===== src/rtl/player_sync_pkg.sv =====
// Shared definitions for the player clock-domain transfer blocks.
package player_sync_pkg;

  localparam int SAMPLE_W = 12;

  typedef logic [SAMPLE_W-1:0] sample_t;

  // Width of a word-count signal that must represent 0..depth inclusive.
  function automatic int level_w(input int depth);
    return $clog2(depth) + 1;
  endfunction

endpackage


===== src/rtl/stf_fifo.sv =====
// Single-clock show-ahead FIFO: the head word is always visible on rd_data.
// A push into a full FIFO is still accepted when a pop happens in the same cycle.
module stf_fifo
  import player_sync_pkg::*;
#(
  parameter int N     = SAMPLE_W,
  parameter int DEPTH = 4
) (
  input  logic                      clk,
  input  logic                      rst_n,
  input  logic                      push,
  input  logic [N-1:0]              push_data,
  input  logic                      pop_req,
  output logic [N-1:0]              rd_data,
  output logic                      empty,
  output logic                      full,
  output logic                      drop,
  output logic [level_w(DEPTH)-1:0] level
);

  localparam int PTR_W = $clog2(DEPTH);
  localparam int LVL_W = level_w(DEPTH);

  logic [N-1:0]     mem_q [DEPTH];
  logic [PTR_W-1:0] wr_ptr_q, wr_ptr_d;
  logic [PTR_W-1:0] rd_ptr_q, rd_ptr_d;
  logic [LVL_W-1:0] level_q, level_d;
  logic             pop;
  logic             push_ok;

  assign empty   = (level_q == '0);
  assign full    = (level_q == LVL_W'(DEPTH));
  assign pop     = pop_req & ~empty;
  assign push_ok = push & (~full | pop);
  assign drop    = push & full & ~pop;
  assign rd_data = mem_q[rd_ptr_q];
  assign level   = level_q;

  // Next-state for pointers and occupancy; pointers wrap naturally at DEPTH.
  always_comb begin
    wr_ptr_d = wr_ptr_q;
    rd_ptr_d = rd_ptr_q;
    level_d  = level_q;
    if (push_ok) wr_ptr_d = wr_ptr_q + 1'b1;
    if (pop)     rd_ptr_d = rd_ptr_q + 1'b1;
    case ({push_ok, pop})
      2'b10:   level_d = level_q + 1'b1;
      2'b01:   level_d = level_q - 1'b1;
      default: level_d = level_q;
    endcase
  end

  // Pointer and occupancy registers; reset empties the FIFO at once.
  always_ff @(posedge clk or negedge rst_n) begin
    if (!rst_n) begin
      wr_ptr_q <= '0;
      rd_ptr_q <= '0;
      level_q  <= '0;
    end else begin
      wr_ptr_q <= wr_ptr_d;
      rd_ptr_q <= rd_ptr_d;
      level_q  <= level_d;
    end
  end

  // Storage needs no reset: contents are only visible while level is non-zero.
  always_ff @(posedge clk) begin
    if (push_ok) mem_q[wr_ptr_q] <= push_data;
  end

endmodule


===== src/rtl/stf_sync.sv =====
// Slow-to-fast sample transfer: synchronizes slowclk as a level, captures data
// on each of its rising edges into a show-ahead FIFO read via valid/ready.
module stf_sync
  import player_sync_pkg::*;
#(
  parameter int N     = SAMPLE_W,
  parameter int DEPTH = 4
) (
  input  logic                      fastclk,
  input  logic                      reset_n,
  input  logic                      slowclk,
  input  logic [N-1:0]              data,
  output logic [N-1:0]              out_data,
  output logic                      out_valid,
  input  logic                      out_ready,
  output logic [level_w(DEPTH)-1:0] level,
  output logic                      overrun,
  input  logic                      clr_overrun
);

  (* ASYNC_REG = "TRUE" *) logic s1_q;
  (* ASYNC_REG = "TRUE" *) logic s2_q;
  (* ASYNC_REG = "TRUE" *) logic s3_q;

  logic       armed_q, armed_d;
  logic [1:0] fill_q, fill_d;
  logic       overrun_q, overrun_d;
  logic       edge_det;
  logic       empty;
  logic       full;
  logic       drop;

  assign edge_det = armed_q & s2_q & ~s3_q;

  // Three-stage synchronizer; s2/s3 feed the rising-edge detector.
  always_ff @(posedge fastclk or negedge reset_n) begin
    if (!reset_n) begin
      s1_q <= 1'b0;
      s2_q <= 1'b0;
      s3_q <= 1'b0;
    end else begin
      s1_q <= slowclk;
      s2_q <= s1_q;
      s3_q <= s2_q;
    end
  end

  // The zeros loaded into s2 by reset are not real samples of slowclk, so arming
  // waits until s2 holds a genuine low; slowclk high at release is never captured.
  always_comb begin
    fill_d    = {fill_q[0], 1'b1};
    armed_d   = armed_q | (fill_q[1] & ~s2_q);
    overrun_d = overrun_q;
    if (clr_overrun) overrun_d = 1'b0;
    if (drop)        overrun_d = 1'b1;
  end

  // Arming state and the sticky overrun flag (a drop wins over a clear).
  always_ff @(posedge fastclk or negedge reset_n) begin
    if (!reset_n) begin
      fill_q    <= '0;
      armed_q   <= 1'b0;
      overrun_q <= 1'b0;
    end else begin
      fill_q    <= fill_d;
      armed_q   <= armed_d;
      overrun_q <= overrun_d;
    end
  end

  // data has been stable for at least two fastclk cycles when edge_det fires.
  stf_fifo #(
    .N     (N),
    .DEPTH (DEPTH)
  ) u_fifo (
    .clk       (fastclk),
    .rst_n     (reset_n),
    .push      (edge_det),
    .push_data (data),
    .pop_req   (out_ready),
    .rd_data   (out_data),
    .empty     (empty),
    .full      (full),
    .drop      (drop),
    .level     (level)
  );

  assign out_valid = ~empty;
  assign overrun   = overrun_q;

endmodule


===== config.mk =====
export PLATFORM = sky130hd
export DESIGN_NAME = stf_sync
export DESIGN_NICKNAME = d
export VERILOG_FILES = /design/src/rtl/player_sync_pkg.sv /design/src/rtl/stf_fifo.sv /design/src/rtl/stf_sync.sv
export SDC_FILE = /design/constraint.sdc
export NUM_CORES = 1
export LEC_CHECK = 0
export ABC_CLOCK_PERIOD_IN_PS = 2700
export BUFFER_PORTS_ARGS = -buffer_cell sky130_fd_sc_hd__buf_2
export CORE_AREA = 2 2 73 75
export CTS_CLUSTER_SIZE = 30
export DETAILED_ROUTE_END_ITERATION = 8
export DIE_AREA = 0 0 75 77
export GPL_TIMING_DRIVEN = 0
export PLACE_DENSITY = 0.79
export SYNTH_ARGS = -nofsm -noshare
export SYNTH_HDL_FRONTEND = slang
export SYNTH_SLANG_ARGS = --single-unit

===== constraint.sdc =====
create_clock -name fastclk -period 2.7 [get_ports fastclk]
set_input_delay 0.405 -clock fastclk [delete_from_list [all_inputs] [get_ports fastclk]]
set_output_delay 0.405 -clock fastclk [all_outputs]
set_load 0.01 [all_outputs]

==> results of run 1 <==
[critical path: stages (launching register included)]
cell     delay, ps
dfrtp_1        440
or4b_1         580
nor3b_4        200
inv_1           60
ha_1           180
inv_1           70
fa_1           390
xor2_1         150
nor2_1         130
xor2_1         150
[layout by cell type (no fill, tap or decap)]
master / n
clkbuf_1: 4
clkbuf_8: 11
a21o_1: 1
xnor2_1: 3
or4b_1: 1
mux2_4: 1
dlygate4sd3_1: 1
or3_2: 1
nand2_1: 3
and2_2: 4
inv_1: 8
dfrtp_1: 14
o31a_2: 1
xor2_1: 3
nor3b_4: 1
o21ai_0: 1
ha_1: 5
edfxtp_1: 48
mux4_2: 12
conb_1: 1
nor2_1: 1
buf_1: 1
clkinv_2: 1
buf_2: 35
fa_1: 1
o32ai_1: 1
[power groups by stage]
stage	Combinational [W]	Clock [W]	Sequential (W)
after floorplan	0.000538	0	0.00126
after global placement	0.000763	0	0.00126
after detailed placement	0.000807	0	0.00127
after CTS	0.000814	0.000710	0.00125
after global routing	0.000881	0.000749	0.00126
final	0.000788	0.000691	0.00125
[registers in the layout (all words and copies together), names as in the netlist]
signal	count
u_fifo.mem_q	48
u_fifo.level	3
fill_q	2
u_fifo.rd_ptr_q	2
u_fifo.wr_ptr_q	2
armed_q	1
overrun	1
s1_q	1
s2_q	1
s3_q	1
[worst paths after layout]
| kind | startpoint | to | slack [ps] | cells after the start |
|---|---|---|---|---|
| min in group asynchronous | reset_n | s3_q$_DFF_PN0_ | 510 | 2 |
| setup / recovery | u_fifo.level[0]$_DFFE_PN0P_ | u_fifo.level[2]$_DFFE_PN0P_ | 270 | 9 |
| hold reg to reg | fill_q[0]$_DFF_PN0_ | fill_q[1]$_DFF_PN0_ | 350 | 0 |
| max in group asynchronous | reset_n | u_fifo.rd_ptr_q[0]$_DFFE_PN0P_ | 1960 | 2 |
| hold / removal | slowclk | s1_q$_DFF_PN0_ | 190 | 1 |
| setup reg to reg | u_fifo.level[0]$_DFFE_PN0P_ | u_fifo.level[2]$_DFFE_PN0P_ | 270 | 9 |
[cell type report]
type	instances	share of cell area
flip-flops and latches	62	0.6384
multi-input cells	41	0.1913
repair buffers	34	0.06242
clock buffers	15	0.05930
well taps	70	0.03121
inverters	8	0.01070
plain buffers	3	0.004904
clock inverters	1	0.001783
[stage by stage]
stage	setup slack [ps]	power (W)	cells
after floorplan	442.3	0.001797	114
after global placement	316.2	0.002019	217
after detailed placement	218.9	0.002075	217
after CTS	248.5	0.002773	234
after global routing	132.7	0.002894	234
final	266.5	0.002726	234
[layer usage]
| metal | wire (microns) | global-route usage | vias up |
|---|---|---|---|
| li1 | - | - | 531 |
| met1 | 1557 | 0.1753 | 561 |
| met2 | 1793 | 0.2325 | 34 |
| met3 | 206 | 0.04336 | 10 |
| met4 | 80 | 0.07500 | 0 |
| met5 | 0 | 0 | - |
[what timing repair did]
item | in CTS | in global routing
hold endpoints to repair | 14 | 0
hold buffers | 1 | 0
endpoints found under the setup margin | 0 | 0
[cells by family after synthesis]
kind of cell / count (synthesis)
AOI/OAI and AO/OA: 4
xor gates and xnor gates: 6
adders and majority gates: 6
buffers and inverters: 11
DFF: 62
muxes: 13
other: 1
and+or+nand+nor: 11
==> results.yml, run 1 <==
die:
  rows: 26
  die-height_microns: 77
  initial_core_util: 0.4766
  io_pins: 34
  die_w_microns: 75
  coreArea_sq_mm: 0.004977
  dieArea_sq_mm: 0.005775
timing:
  maxSlewViolCount: 0
  tightest_slew_ps: 611.8
  rsz0062_at_grt: "false"
  whs_ps: 188.6
  fin_crit_sh: 0.9013
  fin_crit_ps: 2433
  hold_viol: 0
  finalSetupViolations: 0
  fmax_mhz: 410.9
  setup_tns_ps: 0
  fin_skew_ps: 6.029
  relSlewSlack: 0.5921
clock_network:
  clk_pin_slew_ps: 60
  clock_latency_ps: 320
  cts-root-buf: "clkbuf_8"
  h-tree-depth: 3
  cts.repair.resized: 0
  ctsLongestPathBuffers: 2
  cts_tree: "yes"
  clock_sinks: 62
  post-cts-setup-buffer-count: 0
  cts_made_buffers: 9
synth:
  synth_most_common_cell: "edfxtp_1"
  synthAdderAreaFrac: 0.03481
  synth_top_family_by_area: "multiplexers"
  synth_mux_area_frac: 0.1203
  synthCells: 114
  synth_ff_type: "edfxtp_1"
  syn-cell-area_sq_mm: 0.002372
  ys_types: 22
  synth_xor_area_frac: 0.02215
  synth_nets: 137
  ys_seq_elements: 62
  seq_area_frac_synth: 0.7553
  yosys.area_share.simple: 0.03428
  synthArstFlopShare: 0.2258
  synthTopCellsByArea: "edfxtp_1, dfrtp_1, mux4_2, ha_1, and2_2"
  synth_compound_area_frac: 0.01319
  synth_warnings: 0
  syn_area_per_cell_sq_um: 20.81
  synth_top_area_cell: "edfxtp_1"
  synth_largest_type_area_fraction: 0.6076
  ys_top_cells_by_count: "edfxtp_1, dfrtp_1, mux4_2"
  synth_edf_count: 48
worst_setup_path:
  worstPathArrival_ps: 2680
  cp.required_ps: 2950
  cp-end-kind: "flop"
  crit_path_max_fanout: 7
  worstSetupStartpointType: "flop"
  crit_type: "reg -> reg"
routing:
  drc: 0
  via_per_inst: 4.855
  routedWlPerCell_microns: 15.54
  vias: 1136
  first_pass_iters: 4
  antenna_left: 0
  drtIter0Drc: 65
  wl_mm: 3.637
grt:
  grt_overflow: 0
  track_usage: 0.1456
  grt_max_degree: 15
  grt_pass1_vias: 1228
  grt_pass1_wl_mm: 5.927
  antenna_found_initial: 0
layout:
  n_fill_cell: 401
  diodes: 0
  regArea_sq_mm: 0.001792
  multi_input_area_sq_um: 536.8
  nets: 182
  drive_gt1_frac: 0.4085
  final_area_sq_mm: 0.002806
  post-route-util: 0.5639
  area_growth_pct: 18.30
placement:
  hpwl_mm: 2.525
  placed_cell_area_sq_mm: 0.002625
  port_buffers: 33
  gp_congestion: 0.6993
pwr:
  internal-power_w: 0.001947
  switching_share: 0.2859
  power_frac_clock: 0.254
  power_density_mw_per_mm2: 971.4
  seqPwrFrac: 0.458
  switchingPower_w: 0.0007794
  comb_power_share: 0.289
  peakVddDrop_mv: 0.5835
  power.leakage_nw: 1.056
status:
  status: "finished, final reports clean"
min_path:
  hp-class: "in -> reg"
flow_run:
  maxCapViolCount: 0
(Power assumes the default switching activity.)
==> run 2, diff against run 1 <==
Settings changed: PLACE_DENSITY 0.79 to 0.67.
==> results.yml, run 2 (synthesis results as in run 1) <==
status:
  status: "finished, final reports clean"
pwr:
  power_density_mw_per_mm2: 1017
  switching_share: 0.2850
  internal-power_w: 0.002071
  switchingPower_w: 0.0008257
  comb_power_share: 0.270
  power_frac_clock: 0.298
  p_total_w: 0.002897
  peakVddDrop_mv: 0.5962
  seqPwrFrac: 0.431
  power.leakage_nw: 1.071
routing:
  routedWlPerCell_microns: 16.21
  drtIter0Drc: 73
  via_per_inst: 4.970
  first_pass_iters: 5
  wl_mm: 3.793
  vias: 1163
  drc: 0
  antenna_left: 0
layout:
  final_cell_mix: "edfxtp_1, buf_2, dfrtp_1, mux4_2, clkbuf_8"
  nets: 182
  largest_register_ffs: 48
  diodes: 0
  post-route-util: 0.5721
  layout_commonest_cell: "edfxtp_1"
  largest-register: "u_fifo.mem_q"
  drive_gt1_frac: 0.4268
  area_growth_pct: 20.04
  n_fill_cell: 377
die:
  die_w_microns: 75
  rows: 26
  initial_core_util: 0.4766
  dieArea_sq_mm: 0.005775
  io_pins: 34
  die-height_microns: 77
  coreArea_sq_mm: 0.004977
grt:
  track_usage: 0.1494
  grt_overflow: 0
  antenna_found_initial: 0
  grt_pass1_vias: 1205
  grt_max_degree: 15
  grt_pass1_wl_mm: 5.947
placement:
  gp_congestion: 0.6744
  preCtsSetupSlack_ps: 263.8
  hpwl_mm: 2.536
  port_buffers: 33
worst_setup_path:
  crit_type: "reg -> reg"
  r2r_setup_slack_ps: 310
  worstSetupEndpoint: "u_fifo.level[2]$_DFFE_PN0P_"
  rr_endpoint: "u_fifo.level[2]$_DFFE_PN0P_"
  critPathLaunch: "u_fifo.level[0]$_DFFE_PN0P_"
  worstSetupStartpointType: "flop"
  rr_startpoint: "u_fifo.level[0]$_DFFE_PN0P_"
  r2r_cells: 9
  worstPathArrival_ps: 2640
  cp-end-kind: "flop"
  cp.required_ps: 2950
  crit_path_max_fanout: 7
clock_network:
  clock_sinks: 62
  ctsLongestPathBuffers: 2
  clk_pin_slew_ps: 60
  cts_tree: "yes"
  cts_made_buffers: 9
  h-tree-depth: 3
  clock_latency_ps: 340
  cts-root-buf: "clkbuf_8"
  cts.repair.resized: 0
timing:
  fin_skew_ps: 9.562
  fin_crit_sh: 0.8850
  fin_crit_ps: 2390
  finalSetupViolations: 0
  hold_viol: 0
  fin_ws_ps: 310.4
  rsz0062_at_grt: "false"
  maxSlewViolCount: 0
  relSlewSlack: 0.5697
  fmax_mhz: 418.5
  tightest_slew_ps: 645.5
  setup_tns_ps: 0
  whs_ps: 180.4
min_path:
  hp-class: "in -> reg"
flow_run:
  maxCapViolCount: 0
run 2: cell types whose count changed in the layout (fill, tap and decap cells not counted):
cell / before / now
bufinv_16: 0 / 2
clkinv_2: 1 / 2
clkinv_1: 0 / 1
clkbuf_1: 4 / 0
clkinvlp_4: 0 / 2
clkbuf_8: 11 / 9
run 2: how the worst min path moves through the flow:
stage | start | end | slack (ps) | depth (start not counted)
floorplan | reset_n | armed_q$_DFF_PN0_ | 110 | 0
global placement | reset_n | s1_q$_DFF_PN0_ | 300 | 1
detailed placement | reset_n | fill_q[0]$_DFF_PN0_ | 320 | 1
CTS | slowclk | s1_q$_DFF_PN0_ | 170 | 1
global route | slowclk | s1_q$_DFF_PN0_ | 160 | 1
finish | slowclk | s1_q$_DFF_PN0_ | 180 | 1
run 2: worst max-delay path, cell delays in order, from the launching register on:
cell and delay [ps]:
dfrtp_1 430, or4b_1 580, nor3b_4 210, inv_1 60, ha_1 170, inv_1 60
fa_1 370, xor2_1 150, nor2_1 120, xor2_1 160
run 2: layer usage:
| metal | wire length, microns | GRT usage | up-vias |
|---|---|---|---|
| li1 | - | - | 527 |
| met1 | 1646 | 0.1785 | 603 |
| met2 | 1921 | 0.2342 | 23 |
| met3 | 136 | 0.04336 | 10 |
| met4 | 89 | 0.09107 | 0 |
| met5 | 0 | 0 | - |
run 2: layout make-up:
type	count	area, sq um	share of cell area
Buffer	3	13.76	0.004833
Clock buffer	9	123.9	0.04350
Clock inverter	7	88.84	0.03120
Inverter	8	30.03	0.01054
Multi-Input combinational cell	41	536.8	0.1885
Sequential cell	62	1792	0.6292
Tap cell	70	87.58	0.03076
Timing Repair Buffer	34	175.2	0.06151
run 2: repair_timing:
| item | 4_1_cts | 5_1_grt |
|---|---|---|
| endpoints found under the hold margin | 14 | 0 |
| hold buffers | 1 | 0 |
| setup buffers | 0 | 0 |
run 2: power by group through the flow:
stage | clock, W | sequential [W] | combinational [W]
floorplan | 0 | 0.00126 | 0.000538
global placement | 0 | 0.00126 | 0.000768
detailed placement | 0 | 0.00127 | 0.000800
CTS | 0.000878 | 0.00125 | 0.000806
global route | 0.000920 | 0.00127 | 0.000860
finish | 0.000865 | 0.00125 | 0.000784
run 2: per-stage QoR:
stage | instance area (sq um) | cells
after global routing | 2848 | 234
after CTS | 2848 | 234
after global placement | 2625 | 217
after detailed placement | 2625 | 217
final | 2848 | 234
after floorplan | 2372 | 114
